`config.mk`:
```
export PLATFORM = sky130hd
export DESIGN_NAME = controller
export DESIGN_NICKNAME = d
export VERILOG_FILES = /design/src/rtl/ktc32_pkg.sv /design/src/rtl/controller.sv
export SDC_FILE = /design/constraint.sdc
export NUM_CORES = 1
export LEC_CHECK = 0
export CAP_MARGIN = 20
export CORE_MARGIN = 4
export CORE_UTILIZATION = 39
export DETAILED_ROUTE_END_ITERATION = 6
export GPL_TIMING_DRIVEN = 1
export PLACE_DENSITY = 0.76
export SETUP_SLACK_MARGIN = 0.2
export SLEW_MARGIN = 20
export SYNTH_ARGS = -nofsm -noshare
export SYNTH_HDL_FRONTEND = slang
export SYNTH_SLANG_ARGS = --single-unit
```
`constraint.sdc`:
```
create_clock -name clk -period 1.7 [get_ports clk]
set_clock_uncertainty 0.1 [all_clocks]
set_input_delay 0.255 -clock clk [delete_from_list [all_inputs] [get_ports clk]]
set_output_delay 0.255 -clock clk [all_outputs]
set_load 0.03 [all_outputs]
```
`src/rtl/ktc32_pkg.sv`:
```
// Shared encodings for the KTC32 multicycle controller: FSM states,
// opcode constants, ALU operation codes and ALU B-operand selects.
package ktc32_pkg;

    typedef enum logic [3:0] {
        FETCH,
        DECODE,
        EXEC,
        EXECI,
        ALUWB,
        MEMADR,
        MEMRD,
        MEMWB,
        MEMWR,
        BRANCH,
        JUMP
    } state_t;

    localparam logic [5:0] OP_LW   = 6'h01;
    localparam logic [5:0] OP_SW   = 6'h03;
    localparam logic [5:0] OP_BEQ  = 6'h05;
    localparam logic [5:0] OP_BNE  = 6'h07;
    localparam logic [5:0] OP_JMP  = 6'h09;
    localparam logic [5:0] OP_ADDI = 6'h0B;

    localparam logic [2:0] ALU_ADD = 3'b000;
    localparam logic [2:0] ALU_SUB = 3'b001;
    localparam logic [2:0] ALU_AND = 3'b010;
    localparam logic [2:0] ALU_OR  = 3'b011;
    localparam logic [2:0] ALU_XOR = 3'b100;
    localparam logic [2:0] ALU_SLL = 3'b101;
    localparam logic [2:0] ALU_SRL = 3'b110;
    localparam logic [2:0] ALU_SLT = 3'b111;

    localparam logic [1:0] SRCB_B    = 2'b00;
    localparam logic [1:0] SRCB_INC  = 2'b01;
    localparam logic [1:0] SRCB_ZERO = 2'b10;
    localparam logic [1:0] SRCB_IMM  = 2'b11;

    // R-type instructions occupy the short-form, even opcodes 0x00..0x0E.
    function automatic logic is_rtype(input logic [5:0] op);
        return (op[5:4] == 2'b00) && !op[0];
    endfunction

endpackage

```
`src/rtl/controller.sv`:
```
// KTC32 multicycle Moore controller: a state register plus combinational
// next-state and output decode. Optional memory wait states are enabled by
// defining KTC32_MEMWAIT_EN, which adds the memready input and lets FETCH,
// MEMRD and MEMWR stall until the memory reports completion.
module controller
    import ktc32_pkg::*;
(
    input  logic       clk,
    input  logic       reset,
    input  logic [5:0] op,
    input  logic       zero,
`ifdef KTC32_MEMWAIT_EN
    input  logic       memready,
`endif
    output logic       pcen,
    output logic       iord,
    output logic       irwrite,
    output logic       memtoreg,
    output logic       regwrite,
    output logic       alusrca,
    output logic       pcsrc,
    output logic       memwrite,
    output logic       illegal,
    output logic [1:0] alusrcb,
    output logic [2:0] alucontrol
);

    state_t state;
    state_t state_next;
    logic   mem_ok;

`ifdef KTC32_MEMWAIT_EN
    assign mem_ok = memready;
`else
    assign mem_ok = 1'b1;
`endif

    // State register; reset always returns to FETCH on the next edge.
    always_ff @(posedge clk) begin
        if (reset) begin
            state <= FETCH;
        end else begin
            state <= state_next;
        end
    end

    // Next-state decode; memory states hold until the access completes.
    always_comb begin
        state_next = FETCH;
        case (state)
            FETCH:   state_next = mem_ok ? DECODE : FETCH;
            DECODE: begin
                if (is_rtype(op))                      state_next = EXEC;
                else if (op == OP_ADDI)                state_next = EXECI;
                else if (op == OP_LW || op == OP_SW)   state_next = MEMADR;
                else if (op == OP_BEQ || op == OP_BNE) state_next = BRANCH;
                else if (op == OP_JMP)                 state_next = JUMP;
                else                                   state_next = FETCH;
            end
            EXEC:    state_next = ALUWB;
            EXECI:   state_next = ALUWB;
            ALUWB:   state_next = FETCH;
            MEMADR:  state_next = (op == OP_LW) ? MEMRD : MEMWR;
            MEMRD:   state_next = mem_ok ? MEMWB : MEMRD;
            MEMWB:   state_next = FETCH;
            MEMWR:   state_next = mem_ok ? FETCH : MEMWR;
            BRANCH:  state_next = FETCH;
            JUMP:    state_next = FETCH;
            default: state_next = FETCH;
        endcase
    end

    // Output decode from the current state; reset forces every write enable low.
    always_comb begin
        pcen       = 1'b0;
        iord       = 1'b0;
        irwrite    = 1'b0;
        memtoreg   = 1'b0;
        regwrite   = 1'b0;
        alusrca    = 1'b0;
        pcsrc      = 1'b0;
        memwrite   = 1'b0;
        illegal    = 1'b0;
        alusrcb    = SRCB_B;
        alucontrol = ALU_ADD;
        case (state)
            FETCH: begin
                irwrite = mem_ok;
                pcen    = mem_ok;
                alusrcb = SRCB_INC;
            end
            DECODE: begin
                illegal = !(is_rtype(op) || op == OP_ADDI || op == OP_LW ||
                            op == OP_SW || op == OP_BEQ || op == OP_BNE ||
                            op == OP_JMP);
            end
            EXEC: begin
                alusrca    = 1'b1;
                alucontrol = op[3:1];
            end
            EXECI, MEMADR: begin
                alusrca = 1'b1;
                alusrcb = SRCB_IMM;
            end
            ALUWB: begin
                regwrite = 1'b1;
            end
            MEMRD: begin
                iord = 1'b1;
            end
            MEMWB: begin
                regwrite = 1'b1;
                memtoreg = 1'b1;
            end
            MEMWR: begin
                iord     = 1'b1;
                memwrite = 1'b1;
            end
            BRANCH: begin
                alusrca    = 1'b1;
                alucontrol = ALU_SUB;
                pcsrc      = 1'b1;
                pcen       = (op == OP_BEQ) ? zero : !zero;
            end
            JUMP: begin
                pcsrc = 1'b1;
                pcen  = 1'b1;
            end
            default: begin
                pcen = 1'b0;
            end
        endcase
        if (reset) begin
            pcen     = 1'b0;
            irwrite  = 1'b0;
            regwrite = 1'b0;
            memwrite = 1'b0;
            illegal  = 1'b0;
        end
    end

endmodule

```
==> run metrics, run 1 <==
status aborted with a tool error; failing step clock tree synthesis; Run Error [ERROR DPL-0038] Utilization greater than 100%, impossible to legalize; IO Port Bufs 22; Die W between 40 and 50 um; post-cts sizing count 43; Yosys top cell area share around 16%; Unique masters post-synth 35; routability cong. approximately 0.81; ranking of synthesized cells by area dfxtp_1, nor2b_1, a21oi_1; syn avg cell area ~7.1 um2; clk root buf clkbuf_4; register bit total from synthesis 4; Top Ports 23; Synth Instances 72; area leader, netlist dfxtp_1; CTS Sinks 4; postcts setup bufs 5; Rows 12; Hold Buf Count CTS 0; YS warnings 0; die height ~44 um; Mapped Area 514 um2; post-synth net total 81; sequential element share of the synthesized area 15.6%; Placed Area 940 um2; DP Wirelength around 1.4 mm; CTS H-Tree Depth 1; CTS buffer count 3; deepest clock path buffer count 2; initial core utilization ~44%
-- cell usage after synthesis --
| master | instances |
|---|---|
| or4b_1 | 2 |
| nand2b_1 | 4 |
| o21ai_0 | 1 |
| nand3_1 | 1 |
| nor2b_1 | 7 |
| nor4b_4 | 1 |
| and3_1 | 2 |
| nand3b_1 | 1 |
| xnor2_1 | 1 |
| a21oi_1 | 6 |
| nand2_1 | 5 |
| a22oi_1 | 1 |
| and2b_2 | 1 |
| a21o_1 | 1 |
| and2_1 | 1 |
| clkbuf_1 | 2 |
| nor3b_1 | 2 |
| o2111ai_1 | 1 |
| nor4b_1 | 1 |
| nand4_1 | 1 |
| o21ba_2 | 1 |
| nor3_1 | 2 |
| a31oi_1 | 1 |
| dfxtp_1 | 4 |
| o22ai_1 | 3 |
| a211oi_1 | 1 |
| a311oi_2 | 1 |
| a2bb2oi_1 | 1 |
| or3_1 | 1 |
| inv_1 | 4 |
| nor2_1 | 7 |
| a21boi_0 | 1 |
| buf_2 | 1 |
| buf_6 | 1 |
| mux2i_1 | 1 |
-- logic make-up after synthesis --
| group | count (synthesis) | synth area share (%) |
|---|---|---|
| buffers and inverters | 8 | 7.54 |
| XOR/XNOR | 1 | 1.70 |
| AO/OA/AOI/OAI | 19 | 25.8 |
| AND/OR/NAND/NOR | 39 | 47.4 |
| flip-flops | 4 | 15.6 |
| multiplexers | 1 | 1.95 |
-- metrics by stage --
step / TNS [ns] / hold slack (ns) / util, % / worst slack [ns] / instances
3_5_place_dp: -1.30 / 0.574 / 80.2 / -0.418 / 128
2_1_floorplan: -0.0514 / 0.228 / - / -0.0514 / 72
3_3_place_gp: -1.02 / 0.569 / 80.2 / -0.417 / 128
==> run 2, diff against run 1 <==
--- a/config.mk
+++ b/config.mk
@@ -6,12 +6,11 @@
 export NUM_CORES = 1
 export LEC_CHECK = 0
 export CAP_MARGIN = 20
-export CORE_MARGIN = 4
-export CORE_UTILIZATION = 39
+export CORE_AREA = 4 4 65 67
 export DETAILED_ROUTE_END_ITERATION = 6
+export DIE_AREA = 0 0 69 71
 export GPL_TIMING_DRIVEN = 1
-export PLACE_DENSITY = 0.76
-export SETUP_SLACK_MARGIN = 0.2
+export PLACE_DENSITY_LB_ADDON = 0.15
 export SLEW_MARGIN = 20
 export SYNTH_ARGS = -nofsm -noshare
 export SYNTH_HDL_FRONTEND = slang
==> run 2 against run 1 <==
Effect of this change:
- the flow now finishes, with violations (setup timing)
- synthesized cell count unchanged
- synthesized area unchanged
==> run metrics, run 2 <==
CP bufs+invs 2; Comb pwr share roughly 41%; # diodes 0; most frequent cells in the layout buf_4, buf_6, nor2_1; PwrDens 469 nW/um2; DP Wirelength 1.66 mm (was 1.45 mm); Max stage delay on crit path 0.52 ns; CP Class in2out; busiest grt layer met2; syn avg cell area 7.14 um2 (unchanged); Slew headroom roughly four fifths; Crit Path Max Fanout 2; leading cell type in the layout, fill and taps excluded buf_4; r2r endpoint state[3]; wire per inst roughly 12 um; Top Ports 23 (unchanged); Largest register FFs 4; clk_lat worst skew 0.22 ns; R2R depth 5; ANT nets after route 0; status finished, violations left (was aborted with a tool error); met3 Use GR about 3.3%; clock share of power about two fifths; sequential element share of the synthesized area 15.6% (unchanged); area grow syn2layout 115%; max-capacitance violation count 0; Post-synth EDFFs 0 (unchanged); NumNets Final ~130; Pleak roughly 0.50 nW; CP cell instances dlygate4sd2_1 -> or4b_1 -> a21o_1 -> a311oi_4 -> buf_6; DRC viols 0; vias in the first global route between 700 and 800; Largest regs state: 4 flops; final worst path period share 114%; met1 global-route usage 10.7%; GRT Util Overall under 10%; area leader, netlist dfxtp_1 (unchanged); Die ar. approximately 4900 um2; first-pass GRT wire length around 3.6 mm; CP startpoint kind input port; Mapped Area 514 um2 (unchanged); CTS buffer count 3 (unchanged); internal reg-to-reg setup slack about 0.26 ns; Die W 69 um (was 44.3 um); Worst-Margin Slew about 0.32 ns; share of cells above drive strength 1 a little over half; Synth Instances 72 (unchanged); Top reg by flops state; register bit total from synthesis 4 (unchanged); number of vias per cell around 4.1; CP max-delay cell or4b_1; Main synth FF type dfxtp_1 (unchanged); Int Pwr between 0.3 and 0.4 mW; YS warnings 0 (unchanged); WP data required roughly 1.3 ns; CP endpoint pcen; CP arrival about 1.6 ns; ranking of synthesized cells by area dfxtp_1, nor2b_1, a21oi_1 (unchanged); final hold violations 0; post-layout worst setup margin -0.244 ns; initial antenna violation count 0; routability cong. 0.747 (was 0.807); Core ar. ~3600 um2; Pins Over Slew Limit 0; IO Port Bufs 22 (unchanged); Yosys top cell area share 15.6% (unchanged); Place WS -0.434 ns (was -0.418 ns); achievable frequency roughly 510 MHz; CTS clk-pin slew, worst paths ~0.030 ns; initial core utilization 14.2% (was 43.9%); Max VDD drop 148 uV; Switch Pwr 0.152 mW; RR Startpoint state[0]; Sw Ratio roughly 29%; post-synth net total 81 (unchanged); met2 usage between 10% and 20%; Seq pwr share between 20% and 30%; via count 695; deepest clock path buffer count 2 (unchanged); CTS tree yes; clk root buf clkbuf_8 (was clkbuf_4); CTS Sinks 4 (unchanged); failing checks setup timing; Tot Pwr ~0.52 mW; RSZ-0062 raised after global routing true; Largest delay share family, worst path simple AND/OR/NAND/NOR gates; Unique masters post-synth 35 (unchanged); First-pass DRT Iterations 3; WP depth 5; Rows 22 (was 12); Final setup viols 4; Hold Buf Count CTS 0 (unchanged); CTS H-Tree Depth 1 (unchanged); crit path time final 1.94 ns; die height 71 um (was 44.3 um); GRT overflow 0; Post-synth top cells nor2_1, nor2b_1, a21oi_1, nand2_1 (unchanged); Async SR Flop Fraction 0% (unchanged); routed wire length between 2 and 2.5 mm; pin count of the biggest net entering global routing 13; Crit. End Element output pin; hold crit path type in2reg; Starting DRT DRC Count 28; CP Launch Point reset
==> run 2: cell counts after synthesis <==
Identical to the previous run, type by type.
==> run 2: per-stage QoR <==
| stage | cell area [um2] | hold WS, ns | std cells | setup TNS, ns | utilization [%] |
|---|---|---|---|---|---|
| 2_1_floorplan | 536 | 0.228 | 72 | -0.0516 | - |
| 6_report | 1110 | 0.390 | 168 | -0.533 | 30.4 |
| 3_3_place_gp | 945 | 0.624 | 163 | -1.31 | 26.0 |
| 3_5_place_dp | 945 | 0.618 | 163 | -1.39 | 26.0 |
| 4_1_cts | 1030 | 0.392 | 166 | -0.850 | 28.5 |
| 5_1_grt | 1110 | 0.404 | 168 | -1.01 | 30.4 |
==> run 2: cells by family (layout without fill, tap and decap cells) <==
| family | count (synthesis) | count (layout) | share of synthesized area [%] |
|---|---|---|---|
| XOR/XNOR | 1 | 1 | 1.70 |
| buffers and inverters | 8 | 56 | 7.54 |
| AO/OA/AOI/OAI | 19 | 19 | 25.8 |
| AND/OR/NAND/NOR | 39 | 39 | 47.4 |
| flip-flops | 4 | 4 | 15.6 |
| multiplexers | 1 | 1 | 1.95 |
==> run 2: how the worst min path moves through the flow <==
stage	to	slack (ns)	cells after the start	from
after floorplan	state[0]	0.23	1	reset
after global placement	state[0]	0.62	1	state[3]
after detailed placement	state[0]	0.62	1	state[3]
after CTS	state[0]	0.39	3	reset
after global routing	state[0]	0.40	3	reset
final	state[0]	0.39	3	reset
==> run 2: area by class of cell <==
type,count,area [um2]
multi-input combinational,60,473
sequential,4,87.6
clock buffer,3,41.3
timing repair buffer,49,429
tap,48,60.1
inverter,4,15.0
fill,418,2530
==> run 2: per-layer routing <==
| metal | vias up | part of all wire (%) |
|---|---|---|
| met5 | - | 0 |
| met4 | 0 | 1.8 |
| met3 | 5 | 5.9 |
| met2 | 16 | 49 |
| met1 | 316 | 44 |
| li1 | 358 | - |
==> run 2: timing repair <==
item	in CTS	in global routing
pin swaps	5	6
endpoints found under the setup margin	10	13
setup buffers	0	2
resized for setup	17	16
==> run 2: power groups by stage <==
stage / Clock, mW / Sequential, mW / Combinational, mW
after floorplan: 0 / 0.101 / 0.0886
after global placement: 0 / 0.104 / 0.183
after detailed placement: 0 / 0.104 / 0.181
after CTS: 0.210 / 0.103 / 0.194
after global routing: 0.217 / 0.105 / 0.226
final: 0.204 / 0.104 / 0.212
==> run 2: tightest hold or removal path, delay by kind of cell <==
kind | cells | cell delay [ns]
AO/OA/AOI/OAI | 1 | 0.05
buffers and inverters | 2 | 0.36
(Power assumes the default switching activity.)
==> run 3, diff against run 2 <==
==> constraint.sdc (replaced) <==
create_clock -name clk -period 2.1 [get_ports clk]
set_clock_uncertainty 0.1 [all_clocks]
set_input_delay 0.315 -clock clk [delete_from_list [all_inputs] [get_ports clk]]
set_output_delay 0.315 -clock clk [all_outputs]
set_load 0.03 [all_outputs]
==> run 3 against run 2 <==
Effect of this change:
- the run now ends clean
- power decreased by 29%
- via count down 5.6%
- utilization is 5.0 points lower
- clock power decreased by 21%
- cell count decreased by 6.5%
- non-clock buffer count is 11 lower
- cell area is 16% lower
- sequential cell count stayed put
- worst setup slack better by 0.31 ns
- first-iteration DRC count is 36% lower
- register-to-register slack improved by 0.45 ns
- sequential share of layout area grew 1.6 points
- highest routed layer is now met3
==> run metrics, run 3 (synthesis results as in run 2) <==
deepest clock path buffer count 2 (unchanged); Pins Over Slew Limit 0 (unchanged); via count 656 (was 695); area grow syn2layout 79.8% (was 115%); Core ar. 3630 um2 (unchanged); post-layout worst setup margin 0.0678 ns (was -0.244 ns); internal reg-to-reg setup slack 0.71 ns (was 0.26 ns); clk root buf clkbuf_8 (unchanged); Tot Pwr 0.370 mW (was 0.519 mW); Slew headroom 71.8% (was 78.6%); most frequent cells in the layout buf_4, nor2_1, nor2b_1, a21oi_1, nand2_1 (was buf_4, buf_6, nor2_1); Util after Layout 25.4% (was 30.4%); Largest regs state: 4 flops (unchanged); leading cell type in the layout, fill and taps excluded buf_4 (unchanged); initial core utilization 14.2% (unchanged); Hold Crit Start reset (unchanged); crit path time final around 2 ns; Die ar. 4900 um2 (unchanged); ANT nets after route 0 (unchanged); CTS buffer count 3 (unchanged); hold crit path type in2reg (unchanged); Rows 22 (unchanged); CP startpoint kind register (was input port); Pleak 0.423 nW (was 0.503 nW); WP data required 1.68 ns (was 1.34 ns); routed wire length 1.88 mm (was 2.05 mm); non-filler cells in the finished layout 157 (was 168); DP Wirelength 1.49 mm (was 1.66 mm); routability cong. 0.744 (was 0.747); CP arrival 1.62 ns (was 1.59 ns); WHS Path Cells 3 (unchanged); pin count of the biggest net entering global routing 12 (was 13); CTS Sinks 4 (unchanged); Crit. End Element output pin (unchanged); CTS clk-pin slew, worst paths 0.03 ns (about the same); achievable frequency between 400 and 500 MHz; IO Port Bufs 22 (unchanged); RR Startpoint state[3] (was state[0]); # placed instances 152 (was 163); PwrDens 400 nW/um2 (was 469 nW/um2); NumNets Final 120 (was 131); CP cell instances or4b_4 -> a21o_1 -> a311oi_2 -> buf_4 (was dlygate4sd2_1 -> or4b_1 -> a21o_1 -> a311oi_4 -> buf_6); Top reg by flops state (unchanged); Top Ports 23 (unchanged); status finished clean (was finished, violations left); CTS tree yes (unchanged); Hold Path Sink state[0] (unchanged); Final setup viols 0 (was 4); number of vias per cell 4.18 (was 4.14); wire per inst 11.9 um (was 12.2 um); DRC viols 0 (unchanged); Starting DRT DRC Count 18 (was 28); hold_ws 0.425 ns (was 0.390 ns); Die W 69 um (unchanged); GRT Util Overall 7.82% (was 9.06%); CP Class reg2out (was in2out); initial antenna violation count 0 (unchanged); # diodes 0 (unchanged); clk_lat worst skew 0.22 ns (about the same); max-capacitance violation count 0 (unchanged); First-pass DRT Iterations 4 (was 3); Max VDD drop 141 uV (was 148 uV); die height 71 um (unchanged); r2r endpoint state[3] (unchanged); R2R depth 3 (was 5); Crit Path Max Fanout 5 (was 2); Max stage delay on crit path 0.48 ns (was 0.52 ns); share of cells above drive strength 1 35.8% (was 53.3%); Largest delay share family, worst path simple AND/OR/NAND/NOR gates (unchanged); Place WS -0.127 ns (was -0.434 ns); GRT overflow 0 (unchanged); Largest register FFs 4 (unchanged); final hold violations 0 (unchanged); vias in the first global route 670 (was 723); CTS H-Tree Depth 1 (unchanged); CP bufs+invs 1 (was 2); final worst path period share a little over nine tenths; first-pass GRT wire length 3.10 mm (was 3.56 mm); Worst-Margin Slew 0.418 ns (was 0.320 ns); CP max-delay cell or4b_4 (was or4b_1)
==> run 3: cell count changes in the layout (fill, tap and decap cells not counted), sizes merged <==
cell,change
buf,-14
clkbuf,+1
clkdlybuf4s15,+2
clkdlybuf4s50,+1
dlygate4sd2,-1
==> run 3: repair_timing <==
| item | CTS | global route |
|---|---|---|
| cloned | 0 | 0 |
| setup endpoints to repair | 2 | 1 |
| resized for setup | 5 | 10 |
| hold endpoints to repair | 0 | 0 |
| pin swaps | 2 | 4 |
| setup buffers | 0 | 2 |
| hold buffers | 0 | 0 |
==> run 3: worst max-delay path by stage <==
stage              from    to  slack, ns  depth (start not counted)
3_5_place_dp      reset  pcen      -0.13                          5
5_1_grt        state[0]  pcen     -0.003                          4
6_report       state[1]  pcen       0.07                          4
2_1_floorplan     reset  pcen       0.21                          3
4_1_cts        state[1]  pcen      -0.03                          4
3_3_place_gp      reset  pcen      -0.11                          5
==> run 3: report_power, final <==
| group | internal, mW | leakage [nW] | switching, mW | total [mW] |
|---|---|---|---|---|
| clock | 0.122 | 0.0216 | 0.0394 | 0.162 |
| sequential | 0.0786 | 0.0339 | 0.00470 | 0.0833 |
| combinational | 0.0616 | 0.368 | 0.0637 | 0.125 |
| total | 0.262 | 0.423 | 0.108 | 0.370 |
==> run 3: stage by stage <==
stage	instance area (um2)	TNS (ns)
floorplan	514	0
global placement	846	-0.110
detailed placement	846	-0.127
CTS	886	-0.0320
global route	925	-0.00325
finish	925	0
==> run 3: area by class of cell <==
cell class                      count  area, um2
Multi-Input combinational cell     60        404
Timing Repair Buffer               38        317
Clock buffer                        3       41.3
Sequential cell                     4       87.6
Tap cell                           48       60.1
Inverter                            4       15.0
Fill cell                         423       2710
==> run 3: worst reg2reg max path: cells and delay by family, from the launching register on <==
kind | cells | cell delay, ns
and+or+nand+nor | 1 | 0.52
DFF | 1 | 0.37
buffers and inverters | 1 | 0.19
AOI/OAI and AO/OA | 1 | 0.13
==> run 3: metal layers <==
metal	track usage (%)	share of wire, %	vias up
met5	0	0	-
met4	1.30	0	0
met3	3.55	6.0	0
met2	13.2	50	17
met1	9.21	44	304
li1	-	-	335
==> run 4, diff against run 3 <==
--- a/config.mk
+++ b/config.mk
@@ -5,12 +5,11 @@
 export SDC_FILE = /design/constraint.sdc
 export NUM_CORES = 1
 export LEC_CHECK = 0
-export CAP_MARGIN = 20
 export CORE_AREA = 4 4 65 67
 export DETAILED_ROUTE_END_ITERATION = 6
 export DIE_AREA = 0 0 69 71
 export GPL_TIMING_DRIVEN = 1
-export PLACE_DENSITY_LB_ADDON = 0.15
+export PLACE_DENSITY = 0.38
 export SLEW_MARGIN = 20
 export SYNTH_ARGS = -nofsm -noshare
 export SYNTH_HDL_FRONTEND = slang
==> run 4 against run 3 <==
Effect of this change:
- global-route usage shrank 0.68 points
- maximum frequency fell by 0.55%
- critical path depth increased by 1
- critical path type is now in2out
- largest cell class unchanged
==> run metrics, run 4 (synthesis results as in run 2) <==
CTS clk-pin slew, worst paths 0.03 ns (about the same); CP startpoint kind input port (was register); via count 631 (was 656); CP Class in2out (was reg2out); # placed instances 152 (unchanged); ANT nets after route 0 (unchanged); post-layout worst setup margin 0.0566 ns (was 0.0678 ns); routed wire length 1.74 mm (was 1.88 mm); Top reg by flops state (unchanged); internal reg-to-reg setup slack 0.77 ns (was 0.71 ns); deepest clock path buffer count 2 (unchanged); most frequent cells in the layout buf_4, nor2_1, nor2b_1, a21oi_1, nand2_1 (unchanged); hold_ws 0.453 ns (was 0.425 ns); non-filler cells in the finished layout 156 (was 157); Largest register FFs 4 (unchanged); Crit Path Max Fanout 2 (was 5); R2R depth 3 (unchanged); IO Port Bufs 22 (unchanged); die height 71 um (unchanged); Die W 69 um (unchanged); GRT Util Overall 7.14% (was 7.82%); max-capacitance violation count 0 (unchanged); area grow syn2layout 76.4% (was 79.8%); Pins Over Slew Limit 0 (unchanged); Final setup viols 0 (unchanged); met2 usage 12.0% (was 13.2%); PwrDens 399 nW/um2 (was 400 nW/um2); Worst-Margin Slew 0.383 ns (was 0.418 ns); CP arrival 1.63 ns (was 1.62 ns); status finished clean (unchanged); initial core utilization 14.2% (unchanged); GRT overflow 0 (unchanged); setup tns final 0 ns (unchanged); combined area of the multi-input logic cells 395 um2 (was 404 um2); First-pass DRT Iterations 4 (unchanged); CTS Sinks 4 (unchanged); final-layout fill cell count 416 (was 423); first-pass GRT wire length 2.85 mm (was 3.10 mm); Rows 22 (unchanged); DRC viols 0 (unchanged); RSZ-0062 raised after global routing false; clk root buf clkbuf_8 (unchanged); DP Wirelength 1.41 mm (was 1.49 mm); final worst path period share 97.3% (was 96.8%); pin count of the biggest net entering global routing 12 (unchanged); Reg area 87.6 um2 (unchanged); Tot Pwr 0.362 mW (was 0.370 mW); hold crit path type in2reg (unchanged); number of vias per cell 4.04 (was 4.18); WHS Path Cells 3 (unchanged); Largest regs state: 4 flops (unchanged); share of cells above drive strength 1 33.3% (was 35.8%); Pleak 0.422 nW (was 0.423 nW); Starting DRT DRC Count 18 (unchanged); initial antenna violation count 0 (unchanged); CTS buffer count 3 (unchanged); CTS H-Tree Depth 1 (unchanged); # diodes 0 (unchanged); CTS tree yes (unchanged); clk_lat worst skew 0.22 ns (about the same); Placed Area 846 um2 (unchanged); Max VDD drop 154 uV (was 141 uV); achievable frequency 489 MHz (was 492 MHz); Hold Buf Count CTS 0 (unchanged); WP data required 1.68 ns (about the same); Place WS -0.148 ns (was -0.127 ns); busiest grt layer met2 (unchanged); Top Ports 23 (unchanged); final hold violations 0 (unchanged); Slew headroom 74.1% (was 71.8%); wire per inst 11.1 um (was 11.9 um); leading cell type in the layout, fill and taps excluded buf_4 (unchanged); Crit. End Element output pin (unchanged); routability cong. 0.708 (was 0.744); Die ar. 4900 um2 (unchanged); design area 907 um2 (was 925 um2); NumNets Final 119 (was 120); met1 global-route usage 7.96% (was 9.21%); crit path time final 2.04 ns (was 2.03 ns); vias in the first global route 658 (was 670); Util after Layout 25.0% (was 25.4%); met3 Use GR 3.69% (was 3.55%); Core ar. 3630 um2 (unchanged)
==> run 4: layer usage <==
metal	routed length [um]	part of all wire, %
met1	781	45
met2	862	50
met3	81	4.7
met4	11	0.63
met5	0	0
==> run 4: where the power goes <==
part           internal, mW  switching [mW]  total (mW)
clock                 0.122          0.0380       0.160
combinational        0.0581          0.0595       0.118
sequential           0.0787         0.00608      0.0847
==> run 4: timing repair <==
action | 4_1_cts | 5_1_grt
gates resized for setup | 6 | 6
pin swaps | 1 | 4
setup endpoints to repair | 3 | 1
setup buffers | 0 | 1
==> run 4: final cells by class <==
| type | count | area share [%] |
|---|---|---|
| inverter | 4 | 1.66 |
| tap | 48 | 6.62 |
| clock buffer | 3 | 4.55 |
| timing repair buffer | 37 | 33.9 |
| multi-input combinational | 60 | 43.6 |
| sequential | 4 | 9.66 |
==> run 4: worst max-delay path: stages <==
cell,delay [ns]
dlygate4sd2_1,0.24
or4b_1,0.51
a21o_1,0.17
a311oi_2,0.19
buf_4,0.20
==> run 4: path summary, 6_finish.rpt <==
check / start / end
max reg2reg: state[3] / state[3]
min reg2reg: state[1] / state[3]
max: zero / pcen
min: reset / state[0]
